`src/rtl/div_pkg.sv`:
```
`default_nettype none
// ============================================================================
//  Module      : div_pkg
//  Description : Shared types and width constants for the sequential
//                restoring divider and its combinational step cell.
//  Revision    : 1.0 - initial release
// ============================================================================
package div_pkg;

    // Default operand widths (8-bit dividend/quotient, 4-bit divisor/remainder)
    localparam int DIVIDEND_W_DEF = 8;
    localparam int DIVISOR_W_DEF  = 4;

    // Controller states
    typedef enum logic [1:0] {
        IDLE = 2'd0,
        RUN  = 2'd1,
        FIN  = 2'd2
    } div_state_e;

    // Step counter width; never narrower than one bit
    function automatic int cnt_width(input int w);
        return (w > 1) ? $clog2(w) : 1;
    endfunction

    localparam int CNT_W_DEF = cnt_width(DIVIDEND_W_DEF);

endpackage
`default_nettype wire

```
`src/rtl/div_step.sv`:
```
`default_nettype none
// ============================================================================
//  Module      : div_step
//  Description : One restoring-division step. Shifts the next dividend bit
//                into the partial remainder, compares against the divisor and
//                subtracts when it fits, yielding one quotient bit.
//  Revision    : 1.0 - initial release
// ============================================================================
import div_pkg::*;

module div_step #(
    parameter int DIVISOR_W = DIVISOR_W_DEF
) (
    input  logic [DIVISOR_W:0]   r_in,
    input  logic                 d_bit,
    input  logic [DIVISOR_W-1:0] v,
    output logic [DIVISOR_W:0]   r_out,
    output logic                 q_bit
);

    localparam int RW = DIVISOR_W + 1;
    localparam int SW = DIVISOR_W + 2;

    // Full-width shifted value so the compare never loses the top bit
    logic [SW-1:0] w_shift;

    // Trial subtraction; restore (keep shifted value) when divisor does not fit
    always_comb begin
        w_shift = {r_in, d_bit};
        r_out   = RW'(w_shift);
        q_bit   = 1'b0;
        if (w_shift >= SW'(v)) begin
            r_out = RW'(w_shift - SW'(v));
            q_bit = 1'b1;
        end
    end

endmodule
`default_nettype wire

```
`src/rtl/seq_restoring_divider.sv`:
```
`default_nettype none
// ============================================================================
//  Module      : seq_restoring_divider
//  Description : Sequential unsigned restoring divider, one quotient bit per
//                clock. Divide-by-zero completes in one cycle with an
//                all-ones quotient and a flag.
//  Revision    : 1.0 - initial release
// ============================================================================
import div_pkg::*;

module seq_restoring_divider #(
    parameter int DIVIDEND_W = DIVIDEND_W_DEF,
    parameter int DIVISOR_W  = DIVISOR_W_DEF
) (
    input  logic                  clk,
    input  logic                  rst,
    input  logic                  start,
    input  logic [DIVIDEND_W-1:0] dividend,
    input  logic [DIVISOR_W-1:0]  divisor,
    output logic                  busy,
    output logic                  done,
    output logic [DIVIDEND_W-1:0] quotient,
    output logic [DIVISOR_W-1:0]  remainder,
    output logic                  div_by_zero
);

    localparam int CNT_W = cnt_width(DIVIDEND_W);

    localparam logic [1:0] S_IDLE = IDLE;
    localparam logic [1:0] S_RUN  = RUN;
    localparam logic [1:0] S_FIN  = FIN;

    localparam logic [CNT_W-1:0] C_CNT_INIT = CNT_W'(DIVIDEND_W - 1);

    logic [1:0]            r_state;
    logic [DIVIDEND_W-1:0] r_d;       // dividend shifts out, quotient shifts in
    logic [DIVISOR_W-1:0]  r_v;
    logic [DIVISOR_W:0]    r_r;
    logic [CNT_W-1:0]      r_count;

    logic [DIVISOR_W:0]    w_r_next;
    logic                  w_q_bit;
    logic [DIVIDEND_W-1:0] w_d_next;

    div_step #(
        .DIVISOR_W (DIVISOR_W)
    ) u_step (
        .r_in  (r_r),
        .d_bit (r_d[DIVIDEND_W-1]),
        .v     (r_v),
        .r_out (w_r_next),
        .q_bit (w_q_bit)
    );

    // Dividend register after this step: shift left, new quotient bit at LSB
    assign w_d_next = {r_d[DIVIDEND_W-2:0], w_q_bit};

    // Controller and datapath registers; results update only at completion
    always_ff @(posedge clk) begin
        if (rst) begin
            r_state     <= S_IDLE;
            r_d         <= '0;
            r_v         <= '0;
            r_r         <= '0;
            r_count     <= '0;
            busy        <= 1'b0;
            done        <= 1'b0;
            quotient    <= '0;
            remainder   <= '0;
            div_by_zero <= 1'b0;
        end else begin
            case (r_state)
                S_IDLE: begin
                    done <= 1'b0;
                    if (start) begin
                        if (divisor == '0) begin
                            quotient    <= '1;
                            remainder   <= '0;
                            div_by_zero <= 1'b1;
                            done        <= 1'b1;
                            r_state     <= S_FIN;
                        end else begin
                            r_d     <= dividend;
                            r_v     <= divisor;
                            r_r     <= '0;
                            r_count <= C_CNT_INIT;
                            busy    <= 1'b1;
                            r_state <= S_RUN;
                        end
                    end
                end
                S_RUN: begin
                    r_d     <= w_d_next;
                    r_r     <= w_r_next;
                    r_count <= r_count - 1'b1;
                    if (r_count == '0) begin
                        quotient    <= w_d_next;
                        remainder   <= w_r_next[DIVISOR_W-1:0];
                        div_by_zero <= 1'b0;
                        done        <= 1'b1;
                        busy        <= 1'b0;
                        r_state     <= S_FIN;
                    end
                end
                S_FIN: begin
                    done    <= 1'b0;
                    r_state <= S_IDLE;
                end
                default: begin
                    busy    <= 1'b0;
                    done    <= 1'b0;
                    r_state <= S_IDLE;
                end
            endcase
        end
    end

endmodule
`default_nettype wire

```
`config.mk`:
```
export PLATFORM = sky130hd
export DESIGN_NAME = seq_restoring_divider
export DESIGN_NICKNAME = d
export VERILOG_FILES = /design/src/rtl/div_pkg.sv /design/src/rtl/div_step.sv /design/src/rtl/seq_restoring_divider.sv
export SDC_FILE = /design/constraint.sdc
export NUM_CORES = 1
export LEC_CHECK = 0
export CAP_MARGIN = 20
export CORE_MARGIN = 1.5
export CORE_UTILIZATION = 40
export DETAILED_ROUTE_END_ITERATION = 6
export GPL_TIMING_DRIVEN = 0
export PLACE_DENSITY = 0.65
export SYNTH_ARGS = -nofsm -noshare
export SYNTH_HDL_FRONTEND = slang
export SYNTH_SLANG_ARGS = --single-unit
```
`constraint.sdc`:
```
create_clock -name clk -period 3.1 [get_ports clk]
set_input_delay 0.465 -clock clk [delete_from_list [all_inputs] [get_ports clk]]
set_output_delay 0.465 -clock clk [all_outputs]
set_load 0.005 [all_outputs]
```
# == Word level (Yosys, flattened, before mapping) ==
# Index checks and enable logic that the tools add are counted.
# classes
n_lt_le_gt_ge,1
bitwise_logic,2
mux,34
n_eq_ne,6
add_sub_neg,2
n_reduce_logical,9
# ops
operator,n
two-way mux 8 bit,5
one-hot mux 8 bit (2 select lines),2
two-way mux 5 bit,3
two-way mux 4 bit,3
one-hot mux 5 bit (2 select lines),1
two-way mux 1 bit,9
!= test 2 bit (second input constant),4
one-hot mux 4 bit (2 select lines),1
AND reduction 4 bit,2
>= comparator 6 x 4 -> 1 bit,1
two-way mux 2 bit,3
two-way mux 3 bit,2
one-hot mux 3 bit (2 select lines),1
AND reduction 3 bit,2
subtractor 5 x 4 -> 5 bit,1
logical NOT 4 bit,1
one-hot mux 1 bit (2 select lines),2
one-hot mux 2 bit (2 select lines),1
logical NOT 3 bit,1
one-hot mux 1 bit (3 select lines),1
subtractor 3 x 1 -> 3 bit (second input constant),1
== test 2 x 1 -> 1 bit (second input constant),1
== test 2 bit (second input constant),1
logical NOT 2 bit,1
3 further kinds,4
# totals
inputBits,15
elab_cells,64
regBits,37
out_inout_bits,15

# == Longest topological paths before layout ==
# Gate-level depths: netlist (run 1).
# logic_depth
ltp_word,4
mapped_depth,9

# == Cells and area by module ==
# Synthesis (run 1) repeated with hierarchy kept, for this count alone.
# unflattened
hier_cells,213
hier_area_um2,1854.3
# by_module_without_submodules
mod,cells_per_inst,area_per_inst_um2,instances
seq_restoring_divider,184,1620.3,1
div_step,29,234.0,1

# == Worst setup path after synthesis (run 1) ==
# No wires, ideal clock.
# synth_timing
kind,flip-flop to flip-flop
from,register r_d[7]
to,register r_r[0]
period_less_slack_ns,1.873
path_buffers,0
stages_incl_launch_ff,9
path_slack_ns,1.227
t_required_ns,2.972
arrival_time_ns,1.746
setup_time_ns,0.128
path_cell_list,dfxtp_1 inv_1 ha_1 fa_1 nand2b_1 a21oi_1 o21ai_0 a32oi_1 nor2_1
# synth_between
elab_chain_cells,3
word_cells_on_any_way,4
cone_classes,add/sub: 1; order compare: 1; mux: 2
# synth_rtl
item,line,rtl
"start, declared",seq_restoring_divider.sv:36,logic [DIVIDEND_W-1:0] r_d;
"start signal, assigned",seq_restoring_divider.sv:83,r_d <= dividend;
"start signal, assigned",seq_restoring_divider.sv:93,r_d <= w_d_next;
subtractor 5 x 4 -> 5 bit or >= comparator 6 x 4 -> 1 bit (tied branches),"div_step.sv:33, div_step.sv:32",
two-way mux 5 bit (*),div_step.sv:32,if (w_shift >= SW'(v)) begin
one-hot mux 5 bit (2 select lines) (*),seq_restoring_divider.sv:72,case (r_state)
"end signal, assigned",seq_restoring_divider.sv:94,r_r <= w_r_next;
"end, declared",seq_restoring_divider.sv:38,logic [DIVISOR_W:0] r_r;
# Every way passes the cells marked *; elsewhere a longest branch is shown, timed or not.
# A chain may end at the register's enable or synchronous reset.

# == Final worst setup path (run 1) ==
# Same ends and word-level chain as after synthesis.

==> metrics.json, run 1 <==
{
  "logic_synthesis": {
    "synthDominantAreaCellType": "dfxtp_1",
    "synth-main-ff-cell": "dfxtp_1",
    "mappedNetlistNets": 231,
    "synthArstFlopShare_pct": 0,
    "sequential_share_of_the_synthesized_area_pct": 41.46,
    "syn-instance-count": 209,
    "synth_edf_count": 0,
    "synth_seq_cells": 37,
    "synthTopCellsByCount": "nor2_1 (39), dfxtp_1 (37), nand2_1 (31)",
    "post_synth_main_area_contributors": "dfxtp_1 (41%), nor2_1 (8.2%), nand2_1 (6.5%)",
    "area_share_of_the_largest_cell_type_after_synthesis_pct": 41.46,
    "synth_most_common_cell": "nor2_1",
    "synthesis.area_sq_um": 1787,
    "avgSynthCellArea_sq_um": 8.549,
    "unique_cell_type_count_in_the_yosys_netlist": 43,
    "synthesis.yosys.warnings": 0
  },
  "grt": {
    "number_of_global_route_vias_before_repair": 1488,
    "antenna_found_initial": 0,
    "global_route.overflow_total": 0,
    "grt_pass1_wl_mm": 6.831,
    "grt_start_max_net_pins": 12,
    "grt.total_usage_pct": 17.60
  },
  "sta": {
    "setup-violations-final": 0,
    "fin_worst_skew_ns": 0.009406,
    "fin_tns_setup_ns": 0,
    "rsz0062_at_grt": "no",
    "timing.final.crit_share_pct": 71.21,
    "tightest_slew_ns": 0.5494,
    "minimum_clock_period_after_layout_ns": 2.207,
    "timing.hold.ws_ns": 0.4510,
    "hold_viol_final": 0,
    "fmax_ghz": 0.4530,
    "max-slew-margin-rel_pct": 62.97,
    "report.final.slew_viol_count": 0
  },
  "die": {
    "die_y_um": 69.84,
    "rows": 24,
    "core_region_area_sq_um": 4324,
    "io-pin-count": 30,
    "die_width_um": 69.84,
    "starting_density_of_the_core_pct": 41.32,
    "dieArea_sq_um": 4877
  },
  "power_and_ir_drop": {
    "power.density_nw_per_um2": 569.8,
    "vdd_drop_max_uv": 231.2,
    "p_leak_nw": 0.8226
  },
  "worst_hold_path": {
    "hold_end": "remainder[2]",
    "min_path_type": "flip-flop to flip-flop",
    "min-delay-start": "remainder[2]",
    "timing.hold.worst_path_depth": 2
  },
  "status": {
    "status": "completed"
  },
  "setup_path": {
    "critical_path_peak_fanout": 6,
    "critPathCaptureType": "flip-flop",
    "worst-endpoint-arrival_ns": 2.38,
    "regToRegSetupSlack_ns": 0.89,
    "path_cells": "inv_1 -> ha_1 -> fa_1 -> nand2b_1 -> a21oi_1 -> o21ai_0 -> a32oi_1 -> nor2_1",
    "critical-path-top-delay-family": "compound AO/OA/AOI/OAI gates",
    "r2r-start": "r_d[7]",
    "setup.worst_path.start_class": "flip-flop",
    "crit_path_top_delay_cell": "fa_1",
    "cp_num_buf_inv": 1,
    "crit-reg2reg-capture": "r_r[0]",
    "critical_path_class": "flip-flop to flip-flop",
    "crit_path_max_incr_delay_ns": 0.40,
    "timing.critical_path.required_ns": 3.27,
    "r2r_cells": 8
  },
  "route": {
    "detailedRoute.firstIterationViolations": 95,
    "met1_length_mm": 1.962,
    "route.final.wire_length_mm": 3.925,
    "drt_drc_violations_left": 0,
    "post_drt_via_cell_ratio": 5.297,
    "vias": 1568,
    "top_layer_used": "met4",
    "drt_pre_antenna_iters": 4,
    "detailroute.wirelength.met3_um": 193,
    "detail_route.wl_per_cell_um": 13.26,
    "route.met2.wl_mm": 1.719,
    "drt.antenna.violating_nets": 0
  },
  "clock_tree": {
    "clk_latency_ns": 0.29,
    "post_cts_buffers": 0,
    "number_of_buffers_inserted_by_hold_repair_at_cts": 0,
    "ctsHtreeMaxLevel": 2,
    "cts_buffers": 5,
    "cts.repair.resized": 0,
    "clock_path_buffers": 2,
    "clkTransAtPathRegs_ns": 0.07,
    "cts-root-buf": "clkbuf_8",
    "cts_tree": "yes",
    "clock-sinks": 37
  },
  "placed_design": {
    "detailed_placer_s_ending_hpwl_mm": 2.847,
    "numPortBuffers": 28,
    "gp_routability_congestion": 0.8122
  },
  "final_layout": {
    "num-nets-final": 266,
    "diodes": 0,
    "drive_above_1_share_pct": 11.48,
    "growth_of_design_area_from_synthesis_to_finish_pct": 24.37
  },
  "job": {
    "drv_cap": 0
  }
}
[tightest hold or removal path, delay by kind of cell (launching register included)]
kind	cells	cell delay [ns]
DFF	1	0.31
AOI/OAI and AO/OA	1	0.05
and+or+nand+nor	1	0.05
[per-layer routing]
metal / vias up / track usage [%]
li1: 808 / -
met4: 0 / 6.410
met5: - / 0
met1: 718 / 24.04
met2: 37 / 25.82
met3: 5 / 5.959
[placed cells by master, fill, tap and decap left out, drive strengths merged, types with 2 or more instances in the layout]
cell type	netlist	routed
nor2	40	40
dfxtp	37	37
nand2	31	31
clkdlybuf4s50	0	28
a21oi	15	15
inv	11	11
clkbuf	5	11
a211oi	9	9
a311oi	7	7
ha	6	6
o21ai	6	6
buf	6	6
nor3	5	5
nand3	4	4
a31oi	3	3
a21o	2	2
xor2	2	2
a221oi	2	2
a32oi	2	2
nand4	2	2
[state kept, by name, summed over array words and instances, names as in the netlist]
signal and cells:
quotient 8, busy 1, done 1, r_d 8
r_state 2, remainder 4, div_by_zero 1, r_r 5
r_v 4, r_count 3
[area by class of cell]
| class | count | area (sq um) |
|---|---|---|
| Buffer | 11 | 62.56 |
| Clock buffer | 6 | 82.58 |
| Clock inverter | 1 | 7.507 |
| Timing Repair Buffer | 28 | 280.3 |
| Tap cell | 52 | 65.06 |
| Inverter | 11 | 41.29 |
| Sequential cell | 37 | 740.7 |
| Multi-Input combinational cell | 150 | 942.2 |
| Fill cell | 440 | 2102 |
[where the power goes]
part | internal (W) | switching (W) | total (W)
clock | 0.000176 | 0.000170 | 0.000346
combinational | 0.000156 | 0.000211 | 0.000367
sequential | 0.000524 | 0.0000289 | 0.000553
total | 0.000856 | 0.000410 | 0.00127
[logic make-up after synthesis]
kind of cell,count (synthesis),synth area share [%]
muxes,1,0.5602
xor gates and xnor gates,2,0.9806
buffers and inverters,22,5.812
DFF,37,41.46
and+or+nand+nor,87,21.57
adders and majority gates,7,5.322
AOI/OAI and AO/OA,53,24.30
[through the flow]
| stage | area [sq um] | util [%] | setup slack [ns] | power [W] | cells |
|---|---|---|---|---|---|
| after floorplan | 1787 | - | 1.227 | 0.0008105 | 209 |
| after global routing | 2222 | 51.39 | 0.7139 | 0.001349 | 296 |
| final | 2222 | 51.39 | 0.8926 | 0.001266 | 296 |
| after detailed placement | 2132 | 49.31 | 0.7670 | 0.0009264 | 289 |
| after global placement | 2132 | 49.31 | 0.7540 | 0.0009243 | 289 |
| after CTS | 2222 | 51.39 | 0.9204 | 0.001274 | 296 |
[worst max-delay path by stage]
stage	startpoint	endpoint	slack, ns	depth (start not counted)
floorplan	r_d[7]	r_r[0]	1.23	8
global placement	divisor[0]	r_d[6]	0.75	6
detailed placement	divisor[0]	r_d[6]	0.77	6
CTS	r_d[7]	r_r[1]	0.92	8
global route	r_d[7]	r_r[0]	0.71	8
finish	r_d[7]	r_r[0]	0.89	8
No activity file was read; power rests on OpenSTA's default activity.
==> run 2, diff against run 1 <==
- clock period: 3.1 -> 2.2 ns (I/O delays scaled with it)
==> run 2 against run 1 <==
Critical path depth is the same. Final cell count unchanged. Clock skew grew 0.00084 ns. Wire length up 0.46%. Non-clock buffer count unchanged. Global-route usage unchanged. Count of clock-buffer cells in the layout unchanged. Sequential share of layout area decreased by 0.17 points. Total power rose by 42%. Fmax is 9.8% higher. Highest routed layer unchanged.
==> metrics.json, run 2 (synthesized netlist as in run 1, its figures left out) <==
{
  "final_layout": {
    "finish.utilization": {"value": 51.65, "unit": "%", "change": "+0.26 points"},
    "num-nets-final": {"value": 266, "change": "unchanged"},
    "layoutNonFillerInstCount": {"value": 296, "change": "unchanged"},
    "diodes": {"value": 0, "change": "unchanged"},
    "top_regs": "quotient: 8 flops, r_d: 8 flops, r_r: 5 flops",
    "final_area": {"value": 2233, "unit": "sq um", "change": "+0.51%"},
    "growth_of_design_area_from_synthesis_to_finish_pct": 25.00,
    "layout_commonest_cell": "nor2_1",
    "drive_above_1_share": {"value": 11.89, "unit": "%", "change": "+0.41 points"},
    "final_cell_mix": "nor2_1 (39), dfxtp_1 (37), nand2_1 (31)"
  },
  "grt": {
    "grt_pass1_wl": {"value": 6.831, "unit": "mm", "change": "unchanged"},
    "grt_start_max_net_pins": {"value": 12, "change": "unchanged"},
    "grt.total_usage": {"value": 17.60, "unit": "%", "change": "unchanged"},
    "antenna_found_initial": {"value": 0, "change": "unchanged"},
    "number_of_global_route_vias_before_repair": {"value": 1488, "change": "unchanged"},
    "global_route.overflow_total": {"value": 0, "change": "unchanged"}
  },
  "die": {
    "rows": {"value": 24, "change": "unchanged"},
    "core_region_area": {"value": 4324, "unit": "sq um", "change": "unchanged"},
    "starting_density_of_the_core": {"value": 41.32, "unit": "%", "change": "unchanged"},
    "die_width": {"value": 69.84, "unit": "um", "change": "unchanged"},
    "die_y": {"value": 69.84, "unit": "um", "change": "unchanged"},
    "dieArea": {"value": 4877, "unit": "sq um", "change": "unchanged"},
    "io-pin-count": {"value": 30, "change": "unchanged"}
  },
  "clock_tree": {
    "clk_latency": {"value": 0.29, "unit": "ns", "change": "about the same"},
    "clock-sinks": {"value": 37, "change": "unchanged"},
    "cts-root-buf": "clkbuf_8",
    "clkTransAtPathRegs": {"value": 0.07, "unit": "ns", "change": "about the same"},
    "number_of_buffers_inserted_by_hold_repair_at_cts": {"value": 0, "change": "unchanged"},
    "ctsHtreeMaxLevel": {"value": 2, "change": "unchanged"},
    "cts_tree": "yes",
    "cts_buffers": {"value": 5, "change": "unchanged"},
    "clock_path_buffers": {"value": 2, "change": "unchanged"},
    "post_cts_buffers": {"value": 0, "change": "unchanged"}
  },
  "sta": {
    "max-slew-margin-rel": {"value": 62.97, "unit": "%", "change": "unchanged"},
    "tightest_slew": {"value": 0.5494, "unit": "ns", "change": "unchanged"},
    "timing.final.crit_share": {"value": 91.41, "unit": "%", "change": "+20 points"},
    "rsz0062_at_grt": "no",
    "setup-violations-final": {"value": 0, "change": "unchanged"},
    "minimum_clock_period_after_layout": {"value": 2.011, "unit": "ns", "change": "-0.1963 ns"},
    "fin_tns_setup": {"value": 0, "unit": "ns", "change": "unchanged"},
    "report.final.slew_viol_count": {"value": 0, "change": "unchanged"},
    "fmax": {"value": 0.4972, "unit": "GHz", "change": "+9.8%"},
    "hold_viol_final": {"value": 0, "change": "unchanged"},
    "fin_worst_skew": {"value": 0.01025, "unit": "ns", "change": "+0.0008440 ns"}
  },
  "setup_path": {
    "critical_path_peak_fanout": {"value": 6, "change": "unchanged"},
    "critical_path_class": "flip-flop to flip-flop",
    "critPathCaptureType": "flip-flop",
    "setup.worst_path.start_class": "flip-flop",
    "worst-endpoint-arrival": {"value": 2.18, "unit": "ns", "change": "-0.20 ns"},
    "regToRegSetupSlack": {"value": 0.19, "unit": "ns", "change": "-0.70 ns"},
    "timing.critical_path.required": {"value": 2.37, "unit": "ns", "change": "-0.90 ns"}
  },
  "route": {
    "route.final.wire_length": {"value": 3.943, "unit": "mm", "change": "+0.46%"},
    "detailedRoute.firstIterationViolations": {"value": 78, "change": "-18%"},
    "drt_pre_antenna_iters": {"value": 4, "change": "unchanged"},
    "detail_route.wl_per_cell": {"value": 13.32, "unit": "um", "change": "+0.46%"},
    "post_drt_via_cell_ratio": {"value": 5.264, "change": "-0.64%"},
    "vias": {"value": 1558, "change": "-0.64%"},
    "drt.antenna.violating_nets": {"value": 0, "change": "unchanged"},
    "drt_drc_violations_left": {"value": 0, "change": "unchanged"}
  },
  "placed_design": {
    "gp_routability_congestion": {"value": 0.8122, "change": "unchanged"},
    "detailed_place.area": {"value": 2132, "unit": "sq um", "change": "unchanged"},
    "numPortBuffers": {"value": 28, "change": "unchanged"},
    "place_inst": {"value": 289, "change": "unchanged"},
    "detailed_placer_s_ending_hpwl": {"value": 2.847, "unit": "mm", "change": "unchanged"}
  },
  "power_and_ir_drop": {
    "power.density": {"value": 803.6, "unit": "nW/um^2", "change": "+41%"},
    "switching_pwr": {"value": 0.0005836, "unit": "W", "change": "+42%"},
    "vdd_drop_max": {"value": 325.5, "unit": "uV", "change": "+41%"},
    "p_leak": {"value": 0.8250, "unit": "nW", "change": "+0.29%"},
    "share_clk_of_total_power": {"value": 27.1, "unit": "%", "change": "-0.2 points"},
    "seq_power_share": {"value": 43.4, "unit": "%", "change": "-0.3 points"},
    "netSwitchingFraction": {"value": 32.52, "unit": "%", "change": "+0.11 points"},
    "pwr-share-comb": {"value": 29.4, "unit": "%", "change": "+0.4 points"},
    "p_int": {"value": 0.001211, "unit": "W", "change": "+42%"}
  },
  "status": {
    "status": "completed"
  },
  "worst_hold_path": {
    "min_path_type": "flip-flop to flip-flop"
  },
  "job": {
    "drv_cap": {"value": 0, "change": "unchanged"}
  }
}
## run 2: stage by stage
step,worst slack (ns),total power (W),hold WS [ns]
3_5_place_dp,0.001961,0.001305,0.4453
4_1_cts,0.02038,0.001795,0.4541
2_1_floorplan,0.3267,0.001142,0.4319
6_report,0.1889,0.001795,0.4509
5_1_grt,0.04512,0.001913,0.4710
3_3_place_gp,-0.01099,0.001302,0.4403
## run 2: final timing paths
kind	from	endpoint	cells past startpoint
max	r_d[7]	r_r[0]	8
max reg2reg	r_d[7]	r_r[0]	8
min reg2reg	remainder[2]	remainder[2]	2
min	remainder[2]	remainder[2]	2
## run 2: cell type report
class / instances / area (sq um)
inverters: 11 / 41.29
flip-flops and latches: 37 / 740.7
clock buffers: 6 / 82.58
clock inverters: 1 / 7.507
fillers: 441 / 2091
plain buffers: 11 / 62.56
repair buffers: 28 / 280.3
multi-input cells: 150 / 953.4
well taps: 52 / 65.06
## run 2: timing repair
| item | in CTS | in global routing |
|---|---|---|
| resized for setup | 0 | 2 |
| hold endpoints to repair | 0 | 0 |
| endpoints found under the setup margin | 0 | 10 |
## run 2: metal layers
metal	share of wire, %	track usage (%)	vias to the layer above
met5	0	0	-
met2	44	25.82	33
met3	4.6	5.959	5
met4	1.3	6.410	0
met1	50	24.04	713
li1	-	-	807
## run 2: worst max-delay path, cell delays in order, from the launching register on
cell and delay (ns):
dfxtp_1 0.34, inv_1 0.07, ha_1 0.20, fa_1 0.40, nand2b_1 0.22, a21oi_4 0.22, o21ai_0 0.16, a32oi_1 0.22
nor2_1 0.06
## run 2: power by group through the flow
stage / logic, W / registers (W) / clock network [W]
floorplan: 0.000353 / 0.000789 / 0
global placement: 0.000509 / 0.000793 / 0
detailed placement: 0.000512 / 0.000794 / 0
global route: 0.000595 / 0.000789 / 0.000529
CTS: 0.000514 / 0.000779 / 0.000502
finish: 0.000528 / 0.000780 / 0.000487
